**src/rtl/conv_pe_sync.sv**
```systemverilog
// Clocked convolution PE: loads a filter, slides it over a spike row one MAC per clock,
// emits saturated psums to a rotating set of adders, then optionally forwards the row.
module conv_pe_sync #(
  parameter int                         PACKET_W  = 64,
  parameter int                         ADDR_W    = 4,
  parameter int                         IFMAP_LEN = 25,
  parameter int                         TAPS      = 5,
  parameter int                         WEIGHT_W  = 8,
  parameter int                         PSUM_W    = 13,
  parameter int                         NUM_DEST  = 7,
  parameter logic [NUM_DEST*ADDR_W-1:0] DEST_TABLE = 28'hD9EFB62,
  parameter logic [ADDR_W-1:0]          PE_ADDR   = 4'h0,
  parameter bit                         FWD_EN    = 1'b1,
  parameter logic [ADDR_W-1:0]          FWD_ADDR  = 4'h1
) (
  input  logic                clk,
  input  logic                rst,
  input  logic                in_valid,
  output logic                in_ready,
  input  logic [PACKET_W-1:0] in_packet,
  output logic                out_valid,
  input  logic                out_ready,
  output logic [PACKET_W-1:0] out_packet,
  output logic                drop_err
);
  localparam int OUT_COUNT = IFMAP_LEN - TAPS + 1;
  localparam int PAY_W     = PACKET_W - 2*ADDR_W - 2;
  localparam int WIN_W     = $clog2(OUT_COUNT);
  localparam int TAP_W     = $clog2(TAPS);
  localparam int IDX_W     = $clog2(IFMAP_LEN);
  localparam int DI_W      = $clog2(NUM_DEST + 1);
  localparam int SUM_W     = PSUM_W + WEIGHT_W;
  localparam logic [PSUM_W-1:0] PSUM_MAX = '1;

  typedef enum logic [1:0] {IDLE, MAC, EMIT, FWD} state_t;
  typedef struct packed {
    logic [ADDR_W-1:0] dst;
    logic [ADDR_W-1:0] src;
    logic [1:0]        typ;
    logic [PAY_W-1:0]  payload;
  } pkt_t;

  state_t                           state_q, state_d;
  logic [TAPS-1:0][WEIGHT_W-1:0]    w_q, w_d;
  logic                             filt_loaded_q, filt_loaded_d;
  logic [IFMAP_LEN-1:0]             row_q, row_d;
  logic [WIN_W-1:0]                 win_q, win_d;
  logic [TAP_W-1:0]                 tap_q, tap_d;
  logic [PSUM_W-1:0]                acc_q, acc_d;
  logic [DI_W-1:0]                  dest_idx_q, dest_idx_d;
  logic                             drop_err_q, drop_err_d;

  pkt_t                             in_pkt, out_pkt;
  logic [IDX_W-1:0]                 idx;
  logic [SUM_W-1:0]                 sum;
  logic                             unused_in;

  assign in_pkt    = pkt_t'(in_packet);
  assign unused_in = ^{in_pkt.dst, in_pkt.src, in_pkt.payload[PAY_W-1:TAPS*WEIGHT_W]};
  assign idx       = IDX_W'(win_q) + IDX_W'(tap_q);
  assign sum       = SUM_W'(acc_q) + SUM_W'(row_q[idx] ? w_q[tap_q] : '0);

  always_comb begin
    state_d       = state_q;
    w_d           = w_q;
    filt_loaded_d = filt_loaded_q;
    row_d         = row_q;
    win_d         = win_q;
    tap_d         = tap_q;
    acc_d         = acc_q;
    dest_idx_d    = dest_idx_q;
    drop_err_d    = drop_err_q;
    in_ready      = (state_q == IDLE);
    out_valid     = 1'b0;
    out_pkt       = '0;
    case (state_q)
      IDLE: if (in_valid) begin
        case (in_pkt.typ)
          2'b01: begin
            w_d           = in_pkt.payload[TAPS*WEIGHT_W-1:0];
            filt_loaded_d = 1'b1;
          end
          2'b00: if (filt_loaded_q) begin
            row_d   = in_pkt.payload[IFMAP_LEN-1:0];
            win_d   = '0;
            tap_d   = '0;
            acc_d   = '0;
            state_d = MAC;
          end else begin
            drop_err_d = 1'b1;
          end
          default: drop_err_d = 1'b1;
        endcase
      end
      MAC: begin
        // Clamp rather than wrap: a saturated psum still reads as "very active".
        acc_d = (sum > SUM_W'(PSUM_MAX)) ? PSUM_MAX : sum[PSUM_W-1:0];
        if (tap_q == TAP_W'(TAPS-1)) state_d = EMIT;
        else                         tap_d   = tap_q + 1'b1;
      end
      EMIT: begin
        out_valid   = 1'b1;
        out_pkt.dst = DEST_TABLE[dest_idx_q*ADDR_W +: ADDR_W];
        out_pkt.src = PE_ADDR;
        out_pkt.typ = 2'b10;
        out_pkt.payload = PAY_W'(acc_q);
        if (out_ready) begin
          dest_idx_d = (dest_idx_q == DI_W'(NUM_DEST-1)) ? '0 : dest_idx_q + 1'b1;
          if (win_q < WIN_W'(OUT_COUNT-1)) begin
            win_d   = win_q + 1'b1;
            tap_d   = '0;
            acc_d   = '0;
            state_d = MAC;
          end else begin
            state_d = FWD_EN ? FWD : IDLE;
          end
        end
      end
      FWD: begin
        out_valid   = 1'b1;
        out_pkt.dst = FWD_ADDR;
        out_pkt.src = PE_ADDR;
        out_pkt.typ = 2'b00;
        out_pkt.payload = PAY_W'(row_q);
        if (out_ready) state_d = IDLE;
      end
      default: state_d = IDLE;
    endcase
  end

  assign out_packet = out_pkt;
  assign drop_err   = drop_err_q;

  always_ff @(posedge clk) begin
    if (rst) begin
      state_q       <= IDLE;
      w_q           <= '0;
      filt_loaded_q <= 1'b0;
      row_q         <= '0;
      win_q         <= '0;
      tap_q         <= '0;
      acc_q         <= '0;
      dest_idx_q    <= '0;
      drop_err_q    <= 1'b0;
    end else begin
      state_q       <= state_d;
      w_q           <= w_d;
      filt_loaded_q <= filt_loaded_d;
      row_q         <= row_d;
      win_q         <= win_d;
      tap_q         <= tap_d;
      acc_q         <= acc_d;
      dest_idx_q    <= dest_idx_d;
      drop_err_q    <= drop_err_d;
    end
  end
endmodule
```
**config.mk**
```make
export PLATFORM = sky130hd
export DESIGN_NAME = conv_pe_sync
export DESIGN_NICKNAME = d
export VERILOG_FILES = /design/src/rtl/conv_pe_sync.sv
export SDC_FILE = /design/constraint.sdc
export NUM_CORES = 1
export LEC_CHECK = 0
export ABC_AREA = 0
export CAP_MARGIN = 0
export CORE_MARGIN = 1.5
export CORE_UTILIZATION = 40
export CTS_BUF_LIST = sky130_fd_sc_hd__clkbuf_2 sky130_fd_sc_hd__clkbuf_4 sky130_fd_sc_hd__clkbuf_8
export DETAILED_ROUTE_END_ITERATION = 8
export GPL_ROUTABILITY_DRIVEN = 0
export PLACE_DENSITY = 0.63
export SETUP_SLACK_MARGIN = 0.5
export SYNTH_ARGS = -nofsm -noshare
export SYNTH_HDL_FRONTEND = slang
export SYNTH_SLANG_ARGS = --single-unit
```
**constraint.sdc**
```tcl
create_clock -name clk -period 5.3 [get_ports clk]
set_clock_uncertainty 0.15 [all_clocks]
set_input_delay 1.06 -clock clk [delete_from_list [all_inputs] [get_ports clk]]
set_output_delay 1.06 -clock clk [all_outputs]
set_load 0.05 [all_outputs]
```
# After elaboration in Yosys (flattened, before gate mapping)
# Cells that the tools add are included.
# W data, S select, Z words.
# classes
magnitude_cmp,4
n_shift,1
bitwise_logic,1
n_addsub,5
reduce_logical,13
muxes,38
n_eq_ne,15
# op_table
cell,count
$pmux W64 S2,1
$mux W13,6
$pmux W13 S3,1
$shiftx A28 B6 Y4 const A,1
$mux W5,5
$bmux W8 S3,1
$mux W3,7
$reduce_and A6 Y1,3
$mux W8,2
$add A13 B8 Y14,1
$gt A14 B13 Y1 const B,1
$mux W2,7
$ne A2 B2 Y1 const B,7
$pmux W5 S2,1
$pmux W3 S3,1
$pmux W2 S4,1
$reduce_and A4 Y1,2
$reduce_and A7 Y1,1
$add A3 B1 Y3 const B,2
$eq A3 B3 Y1 const B,2
$lt A5 B6 Y1 const B,1
$add A5 B1 Y5 const B,1
$add A5 B3 Y5,1
$bmux W1 S5,1
other kinds (14),20
# word_totals
elab_cells,90
in_bits,68
register_bits,93

# Depth between registers and ports, before layout
# depth
word_depth,8
depth_mapped,15
depth_no_buf,14

# Least setup slack after synthesis
# Ideal clock, no wire load.
# synth_path
path_type,register to register
start,register win_q[0]
end,register acc_q[10]
stages_incl_launch_ff,16
synth_period_minus_slack_ns,4.213
arrival_ns,3.946
slack_ns,1.087
path_cell_list,dfxtp_1 > ha_1 > fa_1 > buf_1 > mux4_2 > mux2i_1 > a21oi_1 > nor3_2 > a211oi_1 > ha_1 > fa_1 > a211oi_1 > o211ai_1 > and2_1 > a32o_1 > a32o_1
# synth_between
elab_chain_cells,8
elab_cells_between_ends,11
# synth_lines
item,line,text
"start, declared",47,"logic [WIN_W-1:0] win_q, win_d;"
"start signal, assigned",150,win_q <= win_d;
$add A5 B3 Y5,60,assign idx = IDX_W'(win_q) + IDX_W'(tap_q);
$bmux W1 S5,61,assign sum = SUM_W'(acc_q) + SUM_W'(row_q[idx] ? w_q[tap_q] : '0);
$mux W1 (implied by the code),61,
$mux W8,61,
$add A13 B8 Y14,61,
$gt A14 B13 Y1,97,acc_d = (sum > SUM_W'(PSUM_MAX)) ? PSUM_MAX : sum[PSUM_W-1:0];
$mux W13,97,
$pmux W13 S3,76,case (state_q)
"end signal, assigned",142,acc_q <= '0;
"end signal, assigned",152,acc_q <= acc_d;
"end, declared",49,"logic [PSUM_W-1:0] acc_q, acc_d;"
# Parallel ways exist; a longest one is shown, timed or not. The select of a mux whose other input is x is not followed.
# A chain may end at the register's enable or synchronous reset.

# Worst setup path after layout
# Same ends and word-level chain as after synthesis.

==> flow_summary_export.csv <==
group,metric,value,unit
logic_synthesis,synth_compound_area_share,20.1,%
detailed_routing,vias,4841,
timing,setup_viol,0,
logic_synthesis,synthMuxAreaShare,9.30,%
timing,fin_setup_tns,0,ns
layout,final_cell_mix,"nand2_1, a21oi_1, dfxtp_1",
global_routing,grt_util_all_layers,20.4,%
clock_network,post_cts.repair.setup_buffers,0,
detailed_routing,postRouteAntennaNets,0,
timing,hold_ws,0.312,ns
clock_network,cts_max_level,3,
clock_network,cts_sinks,93,
layout,n_antenna_cell,0,
timing,tightestPinTransition,0.980,ns
logic_synthesis,async_reset_ff_share,0,%
logic_synthesis,synth_top_family_by_area,"compound AO/OA/AOI/OAI gates",
logic_synthesis,postSynthAreaPerCell,8.19,sq um
logic_synthesis,seq_area_frac_synth,34.9,%
logic_synthesis,synth-seq-cells,93,
logic_synthesis,synth_edf_count,0,
logic_synthesis,synthDistinctLibCells,60,
min_path,hp-class,"reg2reg",
logic_synthesis,synth_top_area_share,34.9,%
detailed_routing,viasPerCell,5.48,
die,num_rows,41,
clock_network,clkTransAtPathRegs,0.10,ns
die,core,12800,sq um
clock_network,cts_tree,"yes",
worst_setup_path,critical_path.max_stage_delay,0.68,ns
clock_network,cts-resized-gates,0,
worst_setup_path,cp-start-kind,"flop",
clock_network,cts_buffers,9,
worst_setup_path,cp-end-kind,"flop",
global_routing,grt_max_degree,82,
logic_synthesis,synth_xor_area_share,1.48,%
worst_setup_path,crit_fanout,8,
global_routing,antenna_found_initial,0,
logic_synthesis,synth_fa_ha_area_share,4.98,%
die,die_area,14000,sq um
logic_synthesis,synthCells,651,
layout,areaGrowthSynthToFinish,18.1,%
worst_setup_path,crit_required,5.44,ns
logic_synthesis,ys_warn_count,0,
clock_network,clockBufferDepth,2,
pwr,leakagePower,2.24,nW
layout,fill_cells,1276,
job,max_cap_viol_count,0,
global_routing,grt_pass1_wl,22.8,mm
pwr,ir_worst_vdd,0.000158,V
timing,fmax,0.219,GHz
detailed_routing,routed_wl,14.4,mm
clock_network,cts_root_buf,"clkbuf_8",
die,die_w,118,um
die,io_pins,135,
layout,layout_commonest_cell,"nand2_1",
worst_setup_path,cp_cell_sequence,"ha_1 -> fa_2 -> mux4_2 -> mux2i_1 -> nor3_1 -> nor2_2 -> a211oi_1 -> ha_1 -> fa_1 -> a211oi_1 -> o211ai_1 -> and2_1 -> a32o_1 -> a32o_1",
timing,finalCritPeriodShare,86.0,%
logic_synthesis,yosys.area.top_type,"dfxtp_1",
timing,period_minus_slack,4.56,ns
timing,rsz0062_at_grt,"false",
global_routing,overflow,0,
placement,hpwl,10.5,mm
logic_synthesis,synth_area,5330,sq um
detailed_routing,drtIter0Drc,296,
logic_synthesis,yosys.area_share.simple,19.8,%
die,die_y,118,um
pwr,power.density,221,nW/um^2
clock_network,clkLatencyLatePin,0.38,ns
die,start_util,41.6,%
worst_setup_path,critical_path_class,"reg2reg",
timing,drv_slew,0,
detailed_routing,first_pass_iters,6,
timing,finalHoldViolCount,0,
timing,slew_headroom,34.5,%
clock_network,cts_hold_buf,0,
detailed_routing,routedWlPerCell,16.3,um
logic_synthesis,synth_top_flop_cell,"dfxtp_1",
global_routing,grt_pass1_vias,4485,
layout,fin_nets,794,
layout,drive_above_1_share,7.03,%
worst_setup_path,cpMaxStageDelayCell,"fa_2",
placement,io_buffers,78,
logic_synthesis,synth_area_leaders,"dfxtp_1, nand2_1, a21oi_1",
run_status,status,"complete, no violations",
detailed_routing,drc,0,
worst_setup_path,arrival,4.69,ns
## where the power goes
| part | internal, mW | leakage [nW] | switching [mW] | total [mW] |
|---|---|---|---|---|
| combinational | 0.0480 | 1.38 | 0.101 | 0.149 |
| sequential | 0.711 | 0.752 | 0.00842 | 0.719 |
| clock | 0.240 | 0.110 | 0.284 | 0.524 |
## stage by stage
| step | instance area [sq um] | util [%] | worst slack (ns) | std cells | power (mW) |
|---|---|---|---|---|---|
| final | 6290 | 49.1 | 0.743 | 883 | 1.39 |
| after detailed placement | 6080 | 47.4 | 0.693 | 867 | 0.884 |
| after global placement | 6080 | 47.4 | 0.788 | 867 | 0.883 |
| after floorplan | 5450 | - | 1.09 | 684 | 0.850 |
| after CTS | 6290 | 49.1 | 0.662 | 883 | 1.40 |
| after global routing | 6290 | 49.1 | 0.507 | 883 | 1.44 |
## cells by family (layout without fill, tap and decap cells)
logic type	Yosys count	after routing
flops	93	93
xor+xnor	9	9
other cells	1	34
compound gates	171	171
buf+inv	91	118
fa+ha+maj	20	20
mux	32	32
simple gates	234	234
## critical path, delay by kind of cell (launching register included)
| kind | cells | cell delay (ns) |
|---|---|---|
| adders and majority gates | 4 | 1.60 |
| AOI/OAI and AO/OA | 5 | 1.21 |
| and+or+nand+nor | 3 | 0.60 |
| muxes | 2 | 0.51 |
| DFF | 1 | 0.37 |
## worst paths after layout
check	end	cells past startpoint	startpoint	slack, ns
max	acc_q[10]$_SDFFE_PP0P_	14	win_q[0]$_SDFFE_PP0P_	0.74
min	w_q[15]$_SDFFE_PP0P_	2	w_q[15]$_SDFFE_PP0P_	0.31
max reg2reg	acc_q[10]$_SDFFE_PP0P_	14	win_q[0]$_SDFFE_PP0P_	0.74
min reg2reg	w_q[15]$_SDFFE_PP0P_	2	w_q[15]$_SDFFE_PP0P_	0.31
## synth_stat cells, types with 7 or more instances
cell type and number:
a211oi_1 18, a21o_1 7, a21oi_1 93, a22oi_1 10, and3_1 19, buf_2 14
buf_4 34, clkbuf_1 26, dfxtp_1 93, ha_1 18, inv_1 13, mux2i_1 18
mux4_2 14, nand2_1 140, nand3_1 9, nor2_1 24, nor2b_1 16, nor3_1 7
o21ai_0 9
## routing by layer
| metal | vias to the layer above | share of wire (%) | track usage [%] |
|---|---|---|---|
| li1 | 2329 | - | - |
| met1 | 2319 | 45 | 27.2 |
| met2 | 173 | 47 | 33.3 |
| met3 | 20 | 6.0 | 2.94 |
| met4 | 0 | 1.7 | 7.53 |
| met5 | - | 0 | 0 |
## layout make-up
type / instances / area, sq um / share of cell area [%]
repair buffers: 88 / 851 / 13.5
inverters: 14 / 52.6 / 0.835
clock buffers: 10 / 138 / 2.19
clock inverters: 6 / 76.3 / 1.21
flip-flops and latches: 93 / 1860 / 29.6
well taps: 172 / 215 / 3.42
multi-input cells: 500 / 3100 / 49.2
## flip-flops by register name (all words and copies together) (netlist names)
register,flops
win_q,5
dest_idx_q,3
acc_q,13
drop_err,1
state_q,2
tap_q,3
w_q,40
row_q,25
filt_loaded_q,1
Note: power is estimated with default switching activity, not from simulation.
==> edit: new RTL, same settings <==
Register the output `drop_err` once more, without a reset; this adds one clock of latency there. The other outputs are not delayed to match.
--- a/src/rtl/conv_pe_sync.sv
+++ b/src/rtl/conv_pe_sync.sv
@@ -131,3 +131,5 @@
   assign out_packet = out_pkt;
-  assign drop_err   = drop_err_q;
+  always_ff @(posedge clk) begin
+    drop_err <= drop_err_q;
+  end
 
Check against the original RTL: not equivalent (Yosys sat finds a counterexample within 4 cycles, from zero or initial values and one cycle with rst high).
==> edit against the unedited design <==
  * Maximum frequency up 0.78%
  * Total power down 3.6%
  * Sequential power is 1% higher
  * Area after synthesis up 0.38%
  * Setup slack gained 0.035 ns
  * Die area grew 0.37%
  * Design area hardly changed
  * Sequential cell count grew 1
  * Highest routed layer unchanged
  * Wire length shrank 1.2%
==> edit: results (changes against the unedited design) <==
<table>
<tr><th>Metric</th><th>Value</th></tr>
<tr><th colspan="2">Placement</th></tr>
<tr><td>Half-perimeter wire length after detailed placement</td><td>10400 µm (-0.98%)</td></tr>
<tr><th colspan="2">Outcome</th></tr>
<tr><td>Result of the run</td><td>complete, no violations</td></tr>
<tr><th colspan="2">Synth</th></tr>
<tr><td>Post-synthesis adder-cell area fraction</td><td>4.96% (-0.019 points)</td></tr>
<tr><td>Most frequent cells after synthesis</td><td>nand2_1, dfxtp_1, a21oi_1</td></tr>
<tr><td>Xor and xnor area share after synthesis</td><td>1.47% (-0.0055 points)</td></tr>
<tr><td>Post-synthesis compound-gate area fraction</td><td>20.0% (-0.075 points)</td></tr>
<tr><td>Leading post-synthesis cells by cell area</td><td>dfxtp_1, nand2_1, a21oi_1</td></tr>
<tr><td>Share of synthesized area spent on multiplexers</td><td>9.26% (-0.035 points)</td></tr>
<tr><th colspan="2">Setup path</th></tr>
<tr><td>Slowest stage cell on the critical path</td><td>fa_1</td></tr>
<tr><td>Highest net fanout along the worst path</td><td>10 (+2)</td></tr>
<tr><td>Cell class contributing the biggest share of worst-path delay</td><td>compound AO/OA/AOI/OAI gates</td></tr>
<tr><td>Worst path max stage delay</td><td>0.73 ns (+0.05 ns)</td></tr>
<tr><td>Worst EP arrival</td><td>4.65 ns (-0.04 ns)</td></tr>
<tr><th colspan="2">Global route</th></tr>
<tr><td>Total routing usage reported by global routing</td><td>20.4% (about the same)</td></tr>
<tr><td>Routing usage on met1</td><td>28.1% (+0.82 points)</td></tr>
<tr><td>Wire length of the first global-routing pass</td><td>23100 µm (+1.5%)</td></tr>
<tr><td>Via count of the first global-routing pass</td><td>4540 (+1.2%)</td></tr>
<tr><td>Met3 layer usage reported by global route</td><td>3.67% (+0.72 points)</td></tr>
<tr><td>Met2 track utilization from global routing</td><td>32.8% (-0.55 points)</td></tr>
<tr><th colspan="2">Power</th></tr>
<tr><td>Static Leak</td><td>2.23 nW (-0.47%)</td></tr>
<tr><td>Net switching share of the total power</td><td>29.6% (+1.3 points)</td></tr>
<tr><td>VDD IR max</td><td>0.000102 V (-36%)</td></tr>
<tr><th colspan="2">Drt</th></tr>
<tr><td>Routed wire length on met3</td><td>813 µm (-5.8%)</td></tr>
<tr><td>Routed wire length on met2</td><td>6610 µm (-2.7%)</td></tr>
<tr><td>Number of detailed-route iterations in the first pass</td><td>4 (-2)</td></tr>
<tr><td>Total number of vias</td><td>4713 (-2.6%)</td></tr>
<tr><td>Iter 0 DRT Violations</td><td>287 (-3.0%)</td></tr>
<tr><td>Average routed wire per standard cell</td><td>16.0 µm (-1.6%)</td></tr>
<tr><th colspan="2">Timing</th></tr>
<tr><td>Tightest slew margin relative to the limit</td><td>24.6% (-9.9 points)</td></tr>
</table>
edit: path summary, 6_finish.rpt:
kind / startpoint / slack [ns] / endpoint / cells after the start
setup / recovery: win_q[0]$_SDFFE_PP0P_ / 0.78 / acc_q[10]$_SDFFE_PP0P_ / 14
hold / removal: drop_err_q$_SDFFE_PP0P_ / 0.21 / drop_err$_DFF_P_ / 0
setup reg to reg: win_q[0]$_SDFFE_PP0P_ / 0.78 / acc_q[10]$_SDFFE_PP0P_ / 14
hold reg to reg: drop_err_q$_SDFFE_PP0P_ / 0.21 / drop_err$_DFF_P_ / 0
edit: cell type report:
cell class                 instances  area (µm²)
tap                              176         220
inverter                          14        52.6
timing repair buffer              87         843
sequential                        94        1880
multi-input combinational        500        3110
clock buffer                       9         124
clock inverter                     7        57.6
fill                            1315        6850
edit: through the flow:
stage               area, µm²  setup WS [ns]  cells  hold WS, ns
floorplan                5470           1.09    685        0.181
global placement         6090          0.789    871        0.188
detailed placement       6090          0.750    871        0.187
CTS                      6280          0.704    887        0.205
global route             6290          0.525    887        0.219
finish                   6290          0.779    887        0.209
edit: timing repair:
item                                    in CTS  in global routing
endpoints found under the setup margin       0                  3
resized for setup                            0                  2
buffers inserted                             0                  0
edit: power by group through the flow:
stage / Clock, mW / Combinational [mW] / Sequential [mW]
after global routing: 0.502 / 0.160 / 0.729
final: 0.466 / 0.150 / 0.727
after global placement: 0 / 0.148 / 0.743
after CTS: 0.471 / 0.150 / 0.727
after detailed placement: 0 / 0.149 / 0.744
after floorplan: 0 / 0.117 / 0.742
